==> config.mk <==
export PLATFORM = sky130hd
export DESIGN_NAME = riscv_v_pipe_ctrl
export DESIGN_NICKNAME = d
export VERILOG_FILES = /design/src/rtl/riscv_pkg.sv /design/src/rtl/riscv_v_mc_counter.sv /design/src/rtl/riscv_v_pipe_ctrl.sv
export SDC_FILE = /design/constraint.sdc
export NUM_CORES = 1
export LEC_CHECK = 0
export ABC_AREA = 1
export BUFFER_PORTS_ARGS = -buffer_cell sky130_fd_sc_hd__buf_2
export CAP_MARGIN = 10
export CELL_PAD_IN_SITES_DETAIL_PLACEMENT = 1
export CELL_PAD_IN_SITES_GLOBAL_PLACEMENT = 1
export CORE_ASPECT_RATIO = 1.25
export CORE_MARGIN = 4
export CORE_UTILIZATION = 39
export CTS_BUF_LIST = sky130_fd_sc_hd__clkbuf_16
export CTS_CLUSTER_DIAMETER = 120
export CTS_CLUSTER_SIZE = 25
export DETAILED_ROUTE_END_ITERATION = 10
export GPL_TIMING_DRIVEN = 0
export PLACE_DENSITY = 0.93
export SYNTH_ARGS = -nofsm -noshare
export SYNTH_HDL_FRONTEND = slang
export SYNTH_SLANG_ARGS = --single-unit
==> constraint.sdc <==
create_clock -name clk -period 2.7 [get_ports clk]
set_input_delay 0.27 -clock clk [delete_from_list [all_inputs] [get_ports clk]]
set_output_delay 0.27 -clock clk [all_outputs]
set_load 0.005 [all_outputs]
==> src/rtl/riscv_pkg.sv <==
// rtl/riscv_pkg.sv - shared types and constants for the vector pipeline controller
package riscv_pkg;

  localparam int PIPE_NUM_STAGES = 5;
  localparam int MC_CNT_WIDTH    = 4;

  typedef enum logic [1:0] {
    RUN     = 2'd0,
    MC_BUSY = 2'd1,
    MC_DONE = 2'd2
  } pipe_state_t;

endpackage

==> src/rtl/riscv_v_mc_counter.sv <==
// rtl/riscv_v_mc_counter.sv - down-counter for the remaining multi-cycle hold length
module riscv_v_mc_counter #(
  parameter int WIDTH = riscv_pkg::MC_CNT_WIDTH
) (
  input  logic             clk,
  input  logic             rst,
  input  logic             load,
  input  logic [WIDTH-1:0] load_val,
  input  logic             dec,
  input  logic             clr,
  output logic             cnt_is_one
);

  logic [WIDTH-1:0] cnt;

  // Clear beats load so a flushed operation cannot restart in the same edge.
  always_ff @(posedge clk) begin
    if (rst || clr) begin
      cnt <= '0;
    end else if (load) begin
      cnt <= load_val;
    end else if (dec && (cnt != '0)) begin
      cnt <= cnt - WIDTH'(1);
    end
  end

  assign cnt_is_one = (cnt == WIDTH'(1));

endmodule

==> src/rtl/riscv_v_pipe_ctrl.sv <==
// rtl/riscv_v_pipe_ctrl.sv - stall/flush/valid control for an in-order pipeline with a multi-cycle stage
module riscv_v_pipe_ctrl #(
  parameter int NUM_STAGES     = riscv_pkg::PIPE_NUM_STAGES,
  parameter int MC_STAGE       = 2,
  parameter int REDIRECT_STAGE = 2,
  parameter int MC_CNT_WIDTH   = riscv_pkg::MC_CNT_WIDTH
) (
  input  logic                    clk,
  input  logic                    rst,
  input  logic                    fetch_valid,
  input  logic [NUM_STAGES-1:0]   stall_req,
  input  logic                    redirect,
  input  logic                    mc_req,
  input  logic [MC_CNT_WIDTH-1:0] mc_cycles,
  output logic [NUM_STAGES-1:0]   stage_en,
  output logic [NUM_STAGES-1:0]   stage_flush,
  output logic [NUM_STAGES-1:0]   stage_valid,
  output logic                    fetch_ready,
  output logic                    retire_valid,
  output logic                    mc_busy,
  output logic [15:0]             stall_cnt
);

  import riscv_pkg::*;

  pipe_state_t               state;
  logic                      mc_busy_q;
  logic [NUM_STAGES-1:0]     valid_q;
  logic [NUM_STAGES-1:0]     hold;
  logic [NUM_STAGES-1:0]     flush_raw;
  logic [NUM_STAGES-1:0]     capture;
  logic [15:0]               stall_cnt_q;
  logic                      redirect_q;
  logic                      mc_start;
  logic                      mc_hold;
  logic                      mc_flush;
  logic                      cnt_is_one;
  logic [MC_CNT_WIDTH-1:0]   mc_len;

  assign redirect_q = redirect & valid_q[REDIRECT_STAGE];
  assign mc_start   = (state == RUN) & mc_req & valid_q[MC_STAGE];
  assign mc_hold    = mc_start | (state == MC_BUSY);
  assign mc_len     = (mc_cycles == '0) ? MC_CNT_WIDTH'(1) : mc_cycles;

  // Back-pressure ripples downward only through occupied stages, so bubbles collapse.
  always_comb begin
    logic chain;
    hold  = '0;
    chain = 1'b0;
    for (int i = NUM_STAGES - 1; i >= 0; i--) begin
      hold[i] = valid_q[i] & (stall_req[i] | (mc_hold & (i == MC_STAGE)) | chain);
      chain   = hold[i];
    end
  end

  always_comb begin
    flush_raw = '0;
    for (int i = 0; i < NUM_STAGES; i++) begin
      if (i < REDIRECT_STAGE) begin
        flush_raw[i] = redirect_q;
      end
    end
  end

  assign capture  = {valid_q[NUM_STAGES-2:0] & ~hold[NUM_STAGES-2:0], fetch_valid};
  assign mc_flush = flush_raw[MC_STAGE];

  always_ff @(posedge clk) begin
    if (rst) begin
      valid_q <= '0;
    end else begin
      valid_q <= ~flush_raw & ((hold & valid_q) | (~hold & capture));
    end
  end

  always_ff @(posedge clk) begin
    if (rst || mc_flush) begin
      state     <= RUN;
      mc_busy_q <= 1'b0;
    end else begin
      case (state)
        RUN: begin
          if (mc_start) begin
            state     <= MC_BUSY;
            mc_busy_q <= 1'b1;
          end
        end
        MC_BUSY: begin
          if (cnt_is_one) begin
            state <= MC_DONE;
          end
        end
        MC_DONE: begin
          if (!hold[MC_STAGE]) begin
            state     <= RUN;
            mc_busy_q <= 1'b0;
          end
        end
        default: begin
          state     <= RUN;
          mc_busy_q <= 1'b0;
        end
      endcase
    end
  end

  riscv_v_mc_counter #(.WIDTH(MC_CNT_WIDTH)) u_mc_counter (
    .clk        (clk),
    .rst        (rst),
    .load       (mc_start & ~mc_flush),
    .load_val   (mc_len),
    .dec        ((state == MC_BUSY) & ~mc_flush),
    .clr        (mc_flush),
    .cnt_is_one (cnt_is_one)
  );

  // Outside reset, fetch_ready is low exactly when stage 0 holds.
  always_ff @(posedge clk) begin
    if (rst) begin
      stall_cnt_q <= '0;
    end else if (hold[0] && (stall_cnt_q != 16'hFFFF)) begin
      stall_cnt_q <= stall_cnt_q + 16'd1;
    end
  end

  assign stage_en     = rst ? '0 : ~hold;
  assign stage_flush  = rst ? '1 : flush_raw;
  assign stage_valid  = valid_q;
  assign fetch_ready  = ~rst & ~hold[0];
  assign retire_valid = ~rst & valid_q[NUM_STAGES-1] & ~hold[NUM_STAGES-1];
  assign mc_busy      = mc_busy_q;
  assign stall_cnt    = stall_cnt_q;

endmodule

==> flow_metrics.tcl <==
set metrics [dict create \
    layout.filler_cells 667 \
    io_pins 48 \
    design.die.area_um2 6100 \
    rsz0062_at_grt "no" \
    clk_pin_slew_worst_paths_ns 0.07 \
    vias_per_cell 4.98 \
    drv_slew 0 \
    ant_nets 0 \
    cts_setup_buffers 0 \
    cpPeakStageDelay_ns 0.36 \
    rows 28 \
    synth_cell_types 35 \
    min_from "fetch_valid" \
    crit_chain "nand2_1 -> clkinv_1 -> nand2_2 -> nand3_2 -> nand2_2 -> nand2_4 -> nand2_4 -> nand2_8 -> buf_6 -> a21oi_1 -> buf_4 -> buf_2" \
    power.total_uw 994 \
    path_max_fanout 10 \
    coreArea_um2 4730 \
    n_antenna_cell 0 \
    ctsHoldBuffers 0 \
    drive_above_1_share_pct 27.0 \
    drt_iter0_markers 48 \
    synth_top_area_share_pct 29.3 \
    overflow 0 \
    fmax_mhz 470 \
    wl_per_cell_um 13.1 \
    async_flop_share_pct 0 \
    cts_resized 0 \
    total_leakage_power_uw 0.00112 \
    multi_input_area_um2 1010 \
    floorplan.initialDensity_pct 40.4 \
    arrival_ns 1.86 \
    syn_area_um2 1910 \
    cp_slowest_cell "dfxtp_1" \
    die_h_um 86.3 \
    clock_skew_ns 0.00544 \
    yosysSeqAreaShare_pct 29.3 \
    dr.pass1.iters 4 \
    r2r_start "stall_cnt[0]$_SDFFE_PP0P_" \
    synth-main-ff-cell "dfxtp_1" \
    hp-class "primary input to register" \
    numCtsBuffers 3 \
    endpoint "stage_en[0]" \
    outcome "complete, no violations" \
    fin_nets 362 \
    clock_path_buffers 2 \
    r2r_end "stall_cnt[11]$_SDFFE_PP0P_" \
    holdPathStages 3 \
    min_period_ns 2.13 \
    synth_top_cells_by_area "dfxtp_1, nand2_1, inv_1" \
    cts_tree "done" \
    timing.max_cap.violations 0 \
    cts_root_buffer "clkbuf_16" \
    synth-seq-cells 28 \
    postLayoutCoreUtil_pct 49.1 \
    syn_inst 294 \
    clkSinkCount 28 \
    drc_errors 0 \
    finalWeightedCongestion 0.832 \
    syn-num-nets 311 \
    fp.dieW_um 70.6 \
    io_buffers 46 \
    min_period_over_period_pct 78.8 \
    critPathLaunchType "register" \
    setup_violations 0 \
    setup_tns_ns 0 \
    yosys_warnings 0 \
    peakVddDrop_v 0.000231 \
    final-seq-area_um2 561 \
    antenna_found_initial 0 \
    grt_max_degree 17 \
    htreeDepth 1 \
    synth_edf_count 0 \
    endpoint_kind "output port" \
    rr_worst_depth 10 \
    hold_violations 0 \
    r2r_slack_ns 0.94 \
    grt_pass1_wl_um 9250 \
    grt_pass1_vias 2117 \
    dp_hpwl_um 4190 \
    vias 2011 \
    power_density_nw_per_um2 428 \
    clock_latency_ns 0.27 \
    worst_slew_pin_slew_ns 0.520 \
    area_delta_synth_final_pct 21.5 \
    grt_usage_pct 18.4 \
    avgSynthCellArea_um2 6.51 \
    wirelength_um 5300 \
    synth_top_area_cell "dfxtp_1" \
    cp.required_ns 2.43 \
    maxSlewHeadroom_pct 65.3 \
    crit_type "register to output port" \
]
==> final cells by class <==
class                      count  area share (%)
tap                           60            3.23
multi-input combinational    189            43.5
timing repair buffer          46            9.91
sequential                    28            24.1
clock inverter                 1            1.29
inverter                      61            9.85
buffer                        16            4.90
clock buffer                   3            3.23
==> through the flow <==
stage	instances	hold slack (ns)	setup WS, ns	cell area (um2)
4_1_cts	404	0.227	0.535	2320
5_1_grt	404	0.242	0.391	2320
3_3_place_gp	400	0.446	0.863	2220
3_5_place_dp	400	0.475	0.846	2220
6_report	404	0.229	0.573	2320
2_1_floorplan	294	0.387	1.03	1910
==> cells in the mapped netlist, types with 2 or more instances <==
cell	instances
ha_1	3
inv_2	5
nor2_1	31
nor3_1	5
nand3_1	12
clkinv_1	2
nand2_1	73
nand4_1	17
buf_4	5
buf_6	2
a31oi_1	3
nor2_2	4
inv_1	54
dfxtp_1	28
nand3_2	13
a21oi_1	11
buf_2	3
clkbuf_1	4
nand2_4	2
nand2_2	2
==> report_power, final <==
part / internal (uW) / leakage (uW) / switching (uW)
Clock: 296 / 0.0000511 / 148
Combinational: 50.4 / 0.000838 / 72.9
Sequential: 420 / 0.000226 / 7.51
Total: 766 / 0.00112 / 229
==> worst max-delay path, delay by kind of cell, from the launching register on <==
| family | cells | cell delay, ns |
|---|---|---|
| DFF | 1 | 0.36 |
| buffers and inverters | 4 | 0.44 |
| and+or+nand+nor | 7 | 0.63 |
| AOI/OAI and AO/OA | 1 | 0.16 |
==> worst min path at each step <==
stage,to
after global routing,stage_valid[0]$_SDFF_PP0_
after floorplan,stage_valid[0]$_SDFF_PP0_
after CTS,stage_valid[0]$_SDFF_PP0_
after detailed placement,mc_busy$_SDFFE_PP0P_
after global placement,mc_busy$_SDFFE_PP0P_
final,stage_valid[0]$_SDFF_PP0_
==> per-layer routing <==
layer	track usage, %	wire [um]	vias to the layer above
li1	-	-	1004
met1	20.5	2060	958
met5	0	0	-
met2	35.6	2880	42
met4	5.13	67	0
met3	3.02	288	7
==> logic make-up after synthesis <==
| logic type | share of synthesized area, % |
|---|---|
| fa+ha+maj | 1.96 |
| xor+xnor | 0.916 |
| simple gates | 44.0 |
| flops | 29.3 |
| compound gates | 5.89 |
| buf+inv | 17.9 |
==> placed cells by master, fill, tap and decap left out, drive strengths merged <==
cell type / count
ha: 3
nor3: 5
dfxtp: 28
clkinv: 2
nand3: 25
a21oi: 12
a211oi: 1
o21ai: 2
nand3b: 2
clkbuf: 7
nor2: 36
nand2: 78
nand4: 18
inv: 59
bufinv: 1
nor3b: 1
xnor2: 1
a31oi: 4
buf: 58
xor2: 1
Note: power is estimated with default switching activity, not from simulation.
